<file path="src/rtl/preload_pkg.sv">
//------------------------------------------------------------------------------
// preload_pkg : shared constants and state encoding for the pre-load sequencer
// Rev 1.0
//------------------------------------------------------------------------------
`default_nettype none

package preload_pkg;

    localparam int DEPTH      = 64;
    localparam int ADDR_W     = $clog2(DEPTH);
    localparam int W_W        = 8;
    localparam int A_W        = 7;
    localparam int CW_CYCLES  = 8;
    localparam int CAL_CYCLES = 24;

    // One phase counter serves both windows, so it is sized for the longer one.
    localparam int PH_W = $clog2((CAL_CYCLES > CW_CYCLES) ? CAL_CYCLES : CW_CYCLES);

    typedef enum logic [2:0] {
        S_IDLE  = 3'd0,
        S_LOAD  = 3'd1,
        S_FLUSH = 3'd2,
        S_LDONE = 3'd3,
        S_PRECW = 3'd4,
        S_CAL   = 3'd5,
        S_FIN   = 3'd6
    } state_e;

endpackage

`default_nettype wire

</file>
<file path="src/rtl/preload_phase_cnt.sv">
//------------------------------------------------------------------------------
// preload_phase_cnt : loadable down-counter with zero flag for phase windows
// Rev 1.0
//------------------------------------------------------------------------------
`default_nettype none

module preload_phase_cnt #(
    parameter int WIDTH = 5
) (
    input  logic             clk,
    input  logic             rst,
    input  logic             load_i,
    input  logic [WIDTH-1:0] load_val_i,
    input  logic             en_i,
    output logic             zero_o
);

    logic [WIDTH-1:0] cnt_q;
    logic [WIDTH-1:0] cnt_d;

    always_comb begin
        cnt_d = cnt_q;
        if (load_i) begin
            cnt_d = load_val_i;
        end else if (en_i && (cnt_q != '0)) begin
            cnt_d = cnt_q - 1'b1;
        end
    end

    always_ff @(posedge clk or negedge rst) begin
        if (!rst) begin
            cnt_q <= '0;
        end else begin
            cnt_q <= cnt_d;
        end
    end

    assign zero_o = (cnt_q == '0);

endmodule

`default_nettype wire

</file>
<file path="src/rtl/preload_sequencer.sv">
//------------------------------------------------------------------------------
// preload_sequencer : feeds 64 weight/activation beats to memory, then runs the
// load-done / CWeight / Cal phases. Optional macro: PRELOAD_STALL_CNT_EN. Rev 1.0
//------------------------------------------------------------------------------
`default_nettype none

module preload_sequencer
    import preload_pkg::*;
(
    input  logic              clk,
    input  logic              rst,
    input  logic              start,
    input  logic              abort,
    input  logic              in_valid,
    output logic              in_ready,
    input  logic [W_W-1:0]    in_weight,
    input  logic [A_W-1:0]    in_act,
    output logic [W_W-1:0]    Weight,
    output logic [ADDR_W-1:0] Weight_Mem_Address_in,
    output logic [A_W-1:0]    Activation,
    output logic [ADDR_W-1:0] Activation_Mem_Address_in,
    output logic              mem_wr,
    output logic              load_mem_done,
    output logic              PreLoad_CWeight,
    output logic              Cal,
    output logic              busy,
`ifdef PRELOAD_STALL_CNT_EN
    output logic [15:0]       stall_cnt,
`endif
    output logic              done
);

    localparam logic [ADDR_W-1:0] LAST_BEAT = ADDR_W'(DEPTH - 1);

    state_e            state_q, state_d;
    logic [ADDR_W-1:0] beat_q, beat_d;
    logic [ADDR_W-1:0] addr_q, addr_d;
    logic [W_W-1:0]    weight_q, weight_d;
    logic [A_W-1:0]    act_q, act_d;
    logic              mem_wr_q, mem_wr_d;

    logic              ph_load;
    logic [PH_W-1:0]   ph_val;
    logic              ph_en;
    logic              ph_zero;

    preload_phase_cnt #(
        .WIDTH (PH_W)
    ) u_phase_cnt (
        .clk        (clk),
        .rst        (rst),
        .load_i     (ph_load),
        .load_val_i (ph_val),
        .en_i       (ph_en),
        .zero_o     (ph_zero)
    );

    always_comb begin
        state_d         = state_q;
        beat_d          = beat_q;
        addr_d          = addr_q;
        weight_d        = weight_q;
        act_d           = act_q;
        mem_wr_d        = 1'b0;
        ph_load         = 1'b0;
        ph_val          = '0;
        ph_en           = 1'b0;
        in_ready        = 1'b0;
        load_mem_done   = 1'b0;
        PreLoad_CWeight = 1'b0;
        Cal             = 1'b0;
        done            = 1'b0;

        case (state_q)
            S_IDLE: begin
                if (start) begin
                    state_d = S_LOAD;
                    beat_d  = '0;
                end
            end
            S_LOAD: begin
                // Ready drops with abort so a handshake seen by the host is never discarded.
                in_ready = !abort;
                if (in_valid) begin
                    weight_d = in_weight;
                    act_d    = in_act;
                    addr_d   = beat_q;
                    mem_wr_d = 1'b1;
                    if (beat_q == LAST_BEAT) begin
                        state_d = S_FLUSH;
                    end else begin
                        beat_d = beat_q + 1'b1;
                    end
                end
            end
            S_FLUSH: begin
                state_d = S_LDONE;
            end
            S_LDONE: begin
                load_mem_done = 1'b1;
                ph_load       = 1'b1;
                ph_val        = PH_W'(CW_CYCLES - 1);
                state_d       = S_PRECW;
            end
            S_PRECW: begin
                PreLoad_CWeight = 1'b1;
                if (ph_zero) begin
                    ph_load = 1'b1;
                    ph_val  = PH_W'(CAL_CYCLES - 1);
                    state_d = S_CAL;
                end else begin
                    ph_en = 1'b1;
                end
            end
            S_CAL: begin
                Cal = 1'b1;
                if (ph_zero) begin
                    state_d = S_FIN;
                end else begin
                    ph_en = 1'b1;
                end
            end
            S_FIN: begin
                done    = 1'b1;
                state_d = S_IDLE;
            end
            default: begin
                state_d = S_IDLE;
            end
        endcase

        // Abort overrides every transition; captured data and address are kept.
        if (abort) begin
            state_d  = S_IDLE;
            beat_d   = '0;
            addr_d   = addr_q;
            weight_d = weight_q;
            act_d    = act_q;
            mem_wr_d = 1'b0;
        end
    end

    always_ff @(posedge clk or negedge rst) begin
        if (!rst) begin
            state_q  <= S_IDLE;
            beat_q   <= '0;
            addr_q   <= '0;
            weight_q <= '0;
            act_q    <= '0;
            mem_wr_q <= 1'b0;
        end else begin
            state_q  <= state_d;
            beat_q   <= beat_d;
            addr_q   <= addr_d;
            weight_q <= weight_d;
            act_q    <= act_d;
            mem_wr_q <= mem_wr_d;
        end
    end

    assign Weight                    = weight_q;
    assign Activation                = act_q;
    assign Weight_Mem_Address_in     = addr_q;
    assign Activation_Mem_Address_in = addr_q;
    assign mem_wr                    = mem_wr_q;
    assign busy                      = (state_q != S_IDLE);

`ifdef PRELOAD_STALL_CNT_EN
    logic [15:0] stall_q;
    logic [15:0] stall_d;

    always_comb begin
        stall_d = stall_q;
        if ((state_q == S_IDLE) && start && !abort) begin
            stall_d = '0;
        end else if ((state_q == S_LOAD) && !in_valid && (stall_q != 16'hFFFF)) begin
            stall_d = stall_q + 16'd1;
        end
    end

    always_ff @(posedge clk or negedge rst) begin
        if (!rst) begin
            stall_q <= '0;
        end else begin
            stall_q <= stall_d;
        end
    end

    assign stall_cnt = stall_q;
`endif

endmodule

`default_nettype wire
</file>
<file path="config.mk">
export PLATFORM = sky130hd
export DESIGN_NAME = preload_sequencer
export DESIGN_NICKNAME = d
export VERILOG_FILES = /design/src/rtl/preload_pkg.sv /design/src/rtl/preload_phase_cnt.sv /design/src/rtl/preload_sequencer.sv
export SDC_FILE = /design/constraint.sdc
export NUM_CORES = 1
export LEC_CHECK = 0
export ABC_AREA = 1
export BUFFER_PORTS_ARGS = -buffer_cell sky130_fd_sc_hd__buf_2
export CELL_PAD_IN_SITES_DETAIL_PLACEMENT = 1
export CELL_PAD_IN_SITES_GLOBAL_PLACEMENT = 1
export CORE_MARGIN = 3
export CORE_UTILIZATION = 36
export DETAILED_ROUTE_END_ITERATION = 12
export PLACE_DENSITY = 0.78
export SETUP_SLACK_MARGIN = 0.4
export SYNTH_ARGS = -nofsm -noshare
export SYNTH_HDL_FRONTEND = slang
export SYNTH_SLANG_ARGS = --single-unit
</file>
<file path="constraint.sdc">
create_clock -name clk -period 1.6 [get_ports clk]
set_input_delay 0.32 -clock clk [delete_from_list [all_inputs] [get_ports clk]]
set_output_delay 0.32 -clock clk [all_outputs]
set_load 0.005 [all_outputs]
</file>
Word-level counts from Yosys, hierarchy flattened. Cells that the tools add are included. Widths: inputs -> output; s select.

Multiplexer cells: 28. Bitwise gates (word level): 1. Eq/ne operators: 13. $add $sub $neg: 2. Reduce and logical (&&, ||, !) cells: 12.

Operators by type and width (count): $mux 6 (4); $mux 3 (6); $ne 3x3->1 const B (6); $pmux 3 s6 (1); $mux 5 (3); $pmux 6 s2 (1); $mux 1 (11); $pmux 5 s2 (1); $eq 3x3->1 const B (3); $add 6x1->6 const B (1); $eq 3x2->1 const B (2); $eq 6x6->1 const B (1); $reduce_bool 3->1 (2); $logic_not 5->1 (1); $reduce_and 5->1 (1); $reduce_bool 5->1 (1); $sub 5x1->5 const B (1); $reduce_and 4->1 (1); $eq 3x1->1 const B (1); $logic_not 3->1 (1); $reduce_and 3->1 (1); $pmux 1 s2 (1); $reduce_bool 2->1 (1); $reduce_or 2->1 (1); other kinds (3) (3).

Register bits: 36. Output and inout bits: 34. Word-level logic and storage cells: 63. Bits of input ports: 20.

Logic depth before layout (Yosys ltp). Gate-level depths: netlist of run 1.

Word-level depth: 6. Depth in mapped cells: 10. Gate-level depth less buffers: 9.

Cells and area by module. Synthesis of run 1 repeated with hierarchy kept, for this count alone.

Cells, all modules: 247. Area, all modules: 1909.3 um2.

Modules (own cells, without submodules): preload_sequencer (area an instance 1574.0 um2, cells an instance 201, instances 1, seq. area each 775.7 um2); preload_phase_cnt (area an instance 335.3 um2, cells an instance 46, instances 1, seq. area each 125.1 um2).

Worst setup path before layout of run 1. Ideal clock, no wire load.

Path type: reg2reg. Start point: reg beat_q[0]. End point: reg beat_q[0]. Setup time: 117 ps. Data arrival time: 1218 ps. Path slack: 265 ps. Data required time: 1483 ps. Stages on the path, launching flop included: 10. Path buffers: 0. Period minus slack after synthesis: 1335 ps. Cell sequence: dfrtp_1 -> ha_1 -> nand3_1 -> nor2_1 -> nand2_1 -> nand2_2 -> nor2_8 -> inv_4 -> nand2_1 -> nand2_1.

Word-level cells in the longest chain between the ends: 5. Elaborated cells on any way between the ends: 8. Those cells by class: 1 x add/sub; 2 x eq/ne; 4 x mux; 1 x reduce/logical.

Ends and longest elaborated chain: start, declared (RTL line preload_sequencer.sv:36) `logic [ADDR_W-1:0] beat_q, beat_d;`; start signal, assigned (RTL line preload_sequencer.sv:153) `beat_q <= beat_d;`; $add 6x1->6 (RTL line preload_sequencer.sv:92) `beat_d = beat_q + 1'b1;`; $mux 6 (RTL line preload_sequencer.sv:89) `if (beat_q == LAST_BEAT) begin`; $mux 6 (RTL line preload_sequencer.sv:84) `if (in_valid) begin`; $pmux 6 s2 (RTL line preload_sequencer.sv:74) `case (state_q)`; $mux 6 (RTL line preload_sequencer.sv:133) `if (abort) begin`.

Several ways; a longest one is shown, not always the timed one. The select of a mux whose other input is x is not followed. A chain may end at the register's enable or synchronous reset.

Final worst setup path of run 1.
Start point: reg state_q[2]. End point: out busy.

Word-level cells in the longest chain between the ends: 1.

Ends and longest elaborated chain: start, declared (RTL line preload_sequencer.sv:35) `state_e state_q, state_d;`; start signal, assigned (RTL line preload_sequencer.sv:152) `state_q <= state_d;`; $reduce_bool 3->1 (RTL line preload_sequencer.sv:166) `assign busy = (state_q != S_IDLE);`; end, declared (RTL line preload_sequencer.sv:26) `output logic busy,`.

No other way between the ends.

==> flow_summary.json, run 1 <==
{
  "status": "finished, final reports clean",
  "clkLatencyLatePin_ps": 300,
  "die_x_um": 76.9,
  "stdcell_count": 367,
  "finalWeightedCongestion": 0.806,
  "post-route-util_pct": 55.0,
  "rsz0062_at_grt": "true",
  "cp.arrival_ps": 1230,
  "critPathKind": "reg -> out",
  "p_seq_share_pct": 35.8,
  "syn_nets": 247,
  "syn_to_final_growth_pct": 45.5,
  "num_rows": 25,
  "num_vias": 1819,
  "hp-class": "in -> async",
  "io-pin-count": 54,
  "slew_viol_final": 0,
  "layout_common_cells": "85 x nand2_1, 52 x buf_2, 32 x dfrtp_1",
  "layout_commonest_cell": "nand2_1",
  "htreeDepth": 2,
  "clk_pin_slew_worst_paths_ps": 80,
  "drive_gt1_share_pct": 44.7,
  "drtIter0Drc": 86,
  "swShare_pct": 39.7,
  "die_h_um": 76.9,
  "tritoncts": "yes",
  "antenna_left": 0,
  "cts_root_buf": "clkbuf_8",
  "max-vdd-ir-drop_mv": 0.932,
  "grt_pass1_vias": 1829,
  "grt_usage_pct": 20.3,
  "final_nets": 321,
  "first_pass_iters": 4,
  "p_int_mw": 2.43,
  "drc": 0,
  "syn_area_sq_mm": 0.00181,
  "hold_viol_final": 0,
  "wl_per_cell_um": 16.4,
  "viasPerCell": 4.96,
  "port_buffers": 53,
  "cts_num_sinks": 36,
  "fin_crit_sh_pct": 96.8,
  "yosysUniqueCellTypes": 25,
  "fmax_mhz": 646,
  "finClkSkew_ps": 6.01,
  "core-area_sq_mm": 0.00479,
  "clockBufferDepth": 2,
  "tightest_slew_ps": 471,
  "min_period_ps": 1550,
  "antenna_found_initial": 0,
  "grt_max_degree": 37,
  "syn_area_per_cell_sq_um": 8.04,
  "endpoint_kind": "output port",
  "syn_inst": 225,
  "p_clk_share_pct": 20.2,
  "tns_ps": 0,
  "gr-total-overflow": 0,
  "start_kind": "register",
  "finalWirelength_mm": 6.00,
  "dp.cells": 339,
  "ys_seq_elements": 36,
  "setup_viol": 0,
  "drv_cap": 0,
  "cp.required_ps": 1280,
  "n_fill_cell": 584,
  "postCtsHoldBufs": 0,
  "power.density_mw_per_mm2": 1530,
  "numCtsBuffers": 5,
  "die_area_sq_mm": 0.00591,
  "grt_pass1_wl_mm": 9.43,
  "seq_area_frac_synth_pct": 49.8,
  "p_leak_nw": 1.39,
  "initial_core_util_pct": 37.8,
  "hpwlAfterDp_mm": 3.37,
  "maxSlewHeadroom_pct": 68.6,
  "p_comb_share_pct": 44.0,
  "diodes": 0,
  "yosys_warnings": 0,
  "p_total_mw": 4.03,
  "switchingPower_mw": 1.60,
  "crit_fanout": 3
}
-- worst paths after layout --
path | start | end | slack, ps | depth (start not counted)
setup / recovery | state_q[2]$_DFFE_PN0P_ | busy | 50 | 4
hold / removal | rst | Weight[6]$_DFFE_PN0P_ | 50 | 2
setup reg to reg | state_q[1]$_DFFE_PN0P_ | beat_q[0]$_DFFE_PN0P_ | 160 | 9
hold reg to reg | Weight[2]$_DFFE_PN0P_ | Weight[2]$_DFFE_PN0P_ | 480 | 2
max in group asynchronous | rst | state_q[2]$_DFFE_PN0P_ | 1190 | 2
min in group clk | in_act[6] | Activation[6]$_DFFE_PN0P_ | 210 | 3
-- sequential cells by signal, indices dropped and copies added, names as in the netlist --
| signal | count |
|---|---|
| state_q | 3 |
| u_phase_cnt.cnt_q | 5 |
| Activation_Mem_Address_in | 6 |
| Weight | 8 |
| beat_q | 6 |
| Activation | 7 |
| mem_wr | 1 |
-- what timing repair did --
action,CTS,global route
gates cloned,4,0
setup endpoints to repair,42,42
setup buffers,10,6
resized for setup,45,14
pin swaps,14,7
-- logic make-up (layout without fill, tap and decap cells) --
| group | Yosys count | in the layout | share of synthesized area, % |
|---|---|---|---|
| fa+ha+maj | 2 | 2 | 1.38 |
| compound gates | 17 | 17 | 4.84 |
| xor+xnor | 1 | 1 | 0.485 |
| buf+inv | 31 | 103 | 9.20 |
| simple gates | 138 | 141 | 34.3 |
| flops | 36 | 36 | 49.8 |
-- per-layer routing --
| metal | GRT usage [%] | up-vias | part of all wire [%] | routed length (um) |
|---|---|---|---|---|
| li1 | - | 855 | - | - |
| met4 | 6.88 | 0 | 2.4 | 142 |
| met3 | 4.69 | 13 | 4.5 | 270 |
| met5 | 0 | - | 0 | 0 |
| met1 | 23.5 | 906 | 39 | 2330 |
| met2 | 36.5 | 45 | 54 | 3260 |
-- Yosys cell counts --
| library cell | n | share of area, % |
|---|---|---|
| ha_1 | 2 | 1.4 |
| nor2_8 | 2 | 2.2 |
| xor2_1 | 1 | 0.48 |
| dfrtp_1 | 36 | 50 |
| nand3_2 | 1 | 0.55 |
| buf_2 | 1 | 0.28 |
| inv_1 | 14 | 2.9 |
| clkinv_4 | 1 | 0.48 |
| a21oi_1 | 3 | 0.83 |
| inv_2 | 5 | 1.0 |
| inv_4 | 1 | 0.35 |
| nand4_1 | 3 | 1.0 |
| nand3b_1 | 1 | 0.42 |
| nand2_4 | 1 | 0.62 |
| nor2_4 | 2 | 1.2 |
| nor3_1 | 1 | 0.28 |
| nand2_2 | 4 | 1.4 |
| nand3_1 | 14 | 3.9 |
| nor2_1 | 17 | 3.5 |
| buf_4 | 7 | 2.9 |
| o21ai_1 | 8 | 2.2 |
| o211ai_1 | 1 | 0.42 |
| buf_6 | 2 | 1.2 |
| nand2_1 | 92 | 19 |
| o21ai_0 | 5 | 1.4 |
-- per-stage QoR --
stage,hold WS (ps),setup slack (ps),area [sq um]
floorplan,24.4,316,1830
global placement,390,103,2130
detailed placement,396,80.8,2130
CTS,75.5,99.3,2530
global route,80.3,15.7,2630
finish,52.1,50.9,2630
-- final cells by class --
class	instances	area, sq um	share of cell area, %
multi-input combinational	161	965	36.7
sequential	36	906	34.4
timing repair buffer	73	448	17.0
inverter	21	101	3.85
tap	67	83.8	3.19
clock buffer	5	68.8	2.62
clock inverter	3	42.5	1.62
timing repair inverter	1	16.3	0.618
-- critical path, cell delays in order, from the launching register on --
cell	delay, ps
dfrtp_2	450
buf_4	160
nor2_4	100
nand2_1	80
buf_2	140
-- power groups by stage --
stage	Sequential (mW)	Clock, mW	Combinational [mW]
after floorplan	1.42	0	0.749
after global routing	1.48	0.872	1.95
after detailed placement	1.42	0	1.22
after CTS	1.43	0.820	1.62
after global placement	1.42	0	1.17
final	1.44	0.815	1.77
(Power assumes the default switching activity.)
==> run 2, diff against run 1 <==
Settings changed: PLACE_DENSITY 0.78 to 0.75.
==> flow_summary.json, run 2 (same netlist as run 1, synthesis figures left out) <==
{
  "antenna_found_initial": 0,
  "hpwlAfterDp_mm": 3.53,
  "multi_input_area_sq_mm": 0.00110,
  "p_leak_nw": 1.49,
  "slew_viol_final": 0,
  "worstPathCellList": "inv_2, nand2_4, nor2_8, buf_6",
  "core-area_sq_mm": 0.00479,
  "hold_viol_final": 0,
  "p_total_mw": 4.19,
  "viasPerCell": 4.86,
  "clk_pin_slew_worst_paths_ps": 70,
  "p_seq_share_pct": 35.2,
  "fin_crit_sh_pct": 93.2,
  "gr-usage-met2_pct": 36.6,
  "finClkSkew_ps": 6.37,
  "start_kind": "register",
  "min_period_ps": 1490,
  "grt_max_degree": 22,
  "layout_commonest_cell": "nand2_1",
  "grt_use_met3_pct": 4.69,
  "final_nets": 336,
  "htreeDepth": 2,
  "gr-total-overflow": 0,
  "clkLatencyLatePin_ps": 280,
  "n_fill_cell": 580,
  "switchingPower_mw": 1.71,
  "cp.required_ps": 1280,
  "syn_to_final_growth_pct": 60.2,
  "critPathKind": "reg -> out",
  "numCtsBuffers": 5,
  "crit_fanout": 3,
  "die_x_um": 76.9,
  "wl_per_cell_um": 17.5,
  "max-vdd-ir-drop_mv": 0.765,
  "cp_slowest_stage_delay_ps": 400,
  "layout_common_cells": "57 x nand2_1, 52 x buf_2, 32 x dfrtp_1",
  "power.density_mw_per_mm2": 1450,
  "grt_usage_pct": 20.3,
  "grt_pass1_wl_mm": 9.39,
  "p_clk_share_pct": 14.6,
  "first_pass_iters": 4,
  "finalWirelength_mm": 6.68,
  "setup_viol": 0,
  "cts_num_sinks": 36,
  "clockBufferDepth": 2,
  "tritoncts": "yes",
  "fmax_mhz": 671,
  "hp-class": "in -> reg",
  "drive_gt1_share_pct": 58.0,
  "largest_reg_flops": 8,
  "cp_top_family": "flip-flops",
  "initial_core_util_pct": 37.8,
  "swShare_pct": 40.8,
  "drc": 0,
  "io-pin-count": 54,
  "slowest_stage": "dfrtp_1",
  "status": "finished, final reports clean",
  "use_met1_pct": 23.4,
  "drtIter0Drc": 82,
  "drv_cap": 0,
  "die_area_sq_mm": 0.00591,
  "grt_pass1_vias": 1950,
  "port_buffers": 53,
  "endpoint_kind": "output port",
  "tns_ps": 0,
  "tightest_slew_ps": 409,
  "die_h_um": 76.9,
  "antenna_left": 0,
  "cts_root_buf": "clkbuf_8",
  "num_rows": 25,
  "maxSlewHeadroom_pct": 72.7,
  "num_vias": 1853,
  "gr-max-usage-layer": "met2",
  "finalWeightedCongestion": 0.774,
  "p_comb_share_pct": 50.3,
  "diodes": 0,
  "path_buf_inv": 2,
  "rsz0062_at_grt": "true",
  "cp.arrival_ps": 1170,
  "final-seq-area_sq_um": 906,
  "p_int_mw": 2.48
}
## run 2: repair_timing
item	4_1_cts	5_1_grt
buffers inserted	16	10
gates cloned	3	1
pin swaps	21	22
setup endpoints to repair	41	45
gates resized for setup	60	49
hold buffers	1	0
endpoints found under the hold margin	15	0
## run 2: worst register-to-register path, cell delays in order (launching register included)
cell and delay, ps:
dfrtp_1 400, inv_2 120, nand2_4 90, nor2_8 160
buf_6 150, nand2_8 120, buf_6 190, nand2_2 40
o21ai_1 50
## run 2: final timing paths
path	cells past startpoint	from	slack, ps	end
min in group asynchronous	2	rst	490	Activation[0]$_DFFE_PN0P_
hold reg to reg	2	Activation[4]$_DFFE_PN0P_	490	Activation[4]$_DFFE_PN0P_
max in group asynchronous	3	rst	640	Activation_Mem_Address_in[3]$_DFFE_PN0P_
hold / removal	3	in_act[0]	230	Activation[0]$_DFFE_PN0P_
setup reg to reg	8	state_q[2]$_DFFE_PN0P_	150	Activation_Mem_Address_in[4]$_DFFE_PN0P_
setup / recovery	4	state_q[2]$_DFFE_PN0P_	110	in_ready
## run 2: routing by layer
metal  vias to the layer above  share of wire [%]  wire length (um)
li1                        880                  -                 -
met2                        45                 56              3720
met3                        10                3.6               242
met1                       918                 39              2610
met4                         0                1.6               110
met5                         -                  0                 0
## run 2: area by class of cell
cell class,count,share of cell area (%)
clock buffers,6,2.51
clock inverters,1,0.173
inverters,21,3.67
multi-input cells,161,38.1
flip-flops and latches,36,31.3
well taps,67,2.89
repair buffers,88,21.0
repair inverters,1,0.389
## run 2: power by group through the flow
stage	registers [mW]	logic, mW	clock network [mW]
final	1.47	2.11	0.611
after global routing	1.52	2.29	0.668
after CTS	1.43	1.74	0.620
after detailed placement	1.42	1.24	0
after global placement	1.41	1.20	0
after floorplan	1.42	0.749	0
## run 2: per-stage QoR
stage               hold slack (ps)  instance area (sq um)  setup WS (ps)  instances  util (%)
detailed placement              264                   2170            172        343      45.4
floorplan                      24.4                   1830            316        225         -
CTS                             228                   2640            121        370      55.2
global route                    227                   2900           35.8        381      60.5
global placement                267                   2170            205        343      45.4
finish                          230                   2900            109        381      60.5
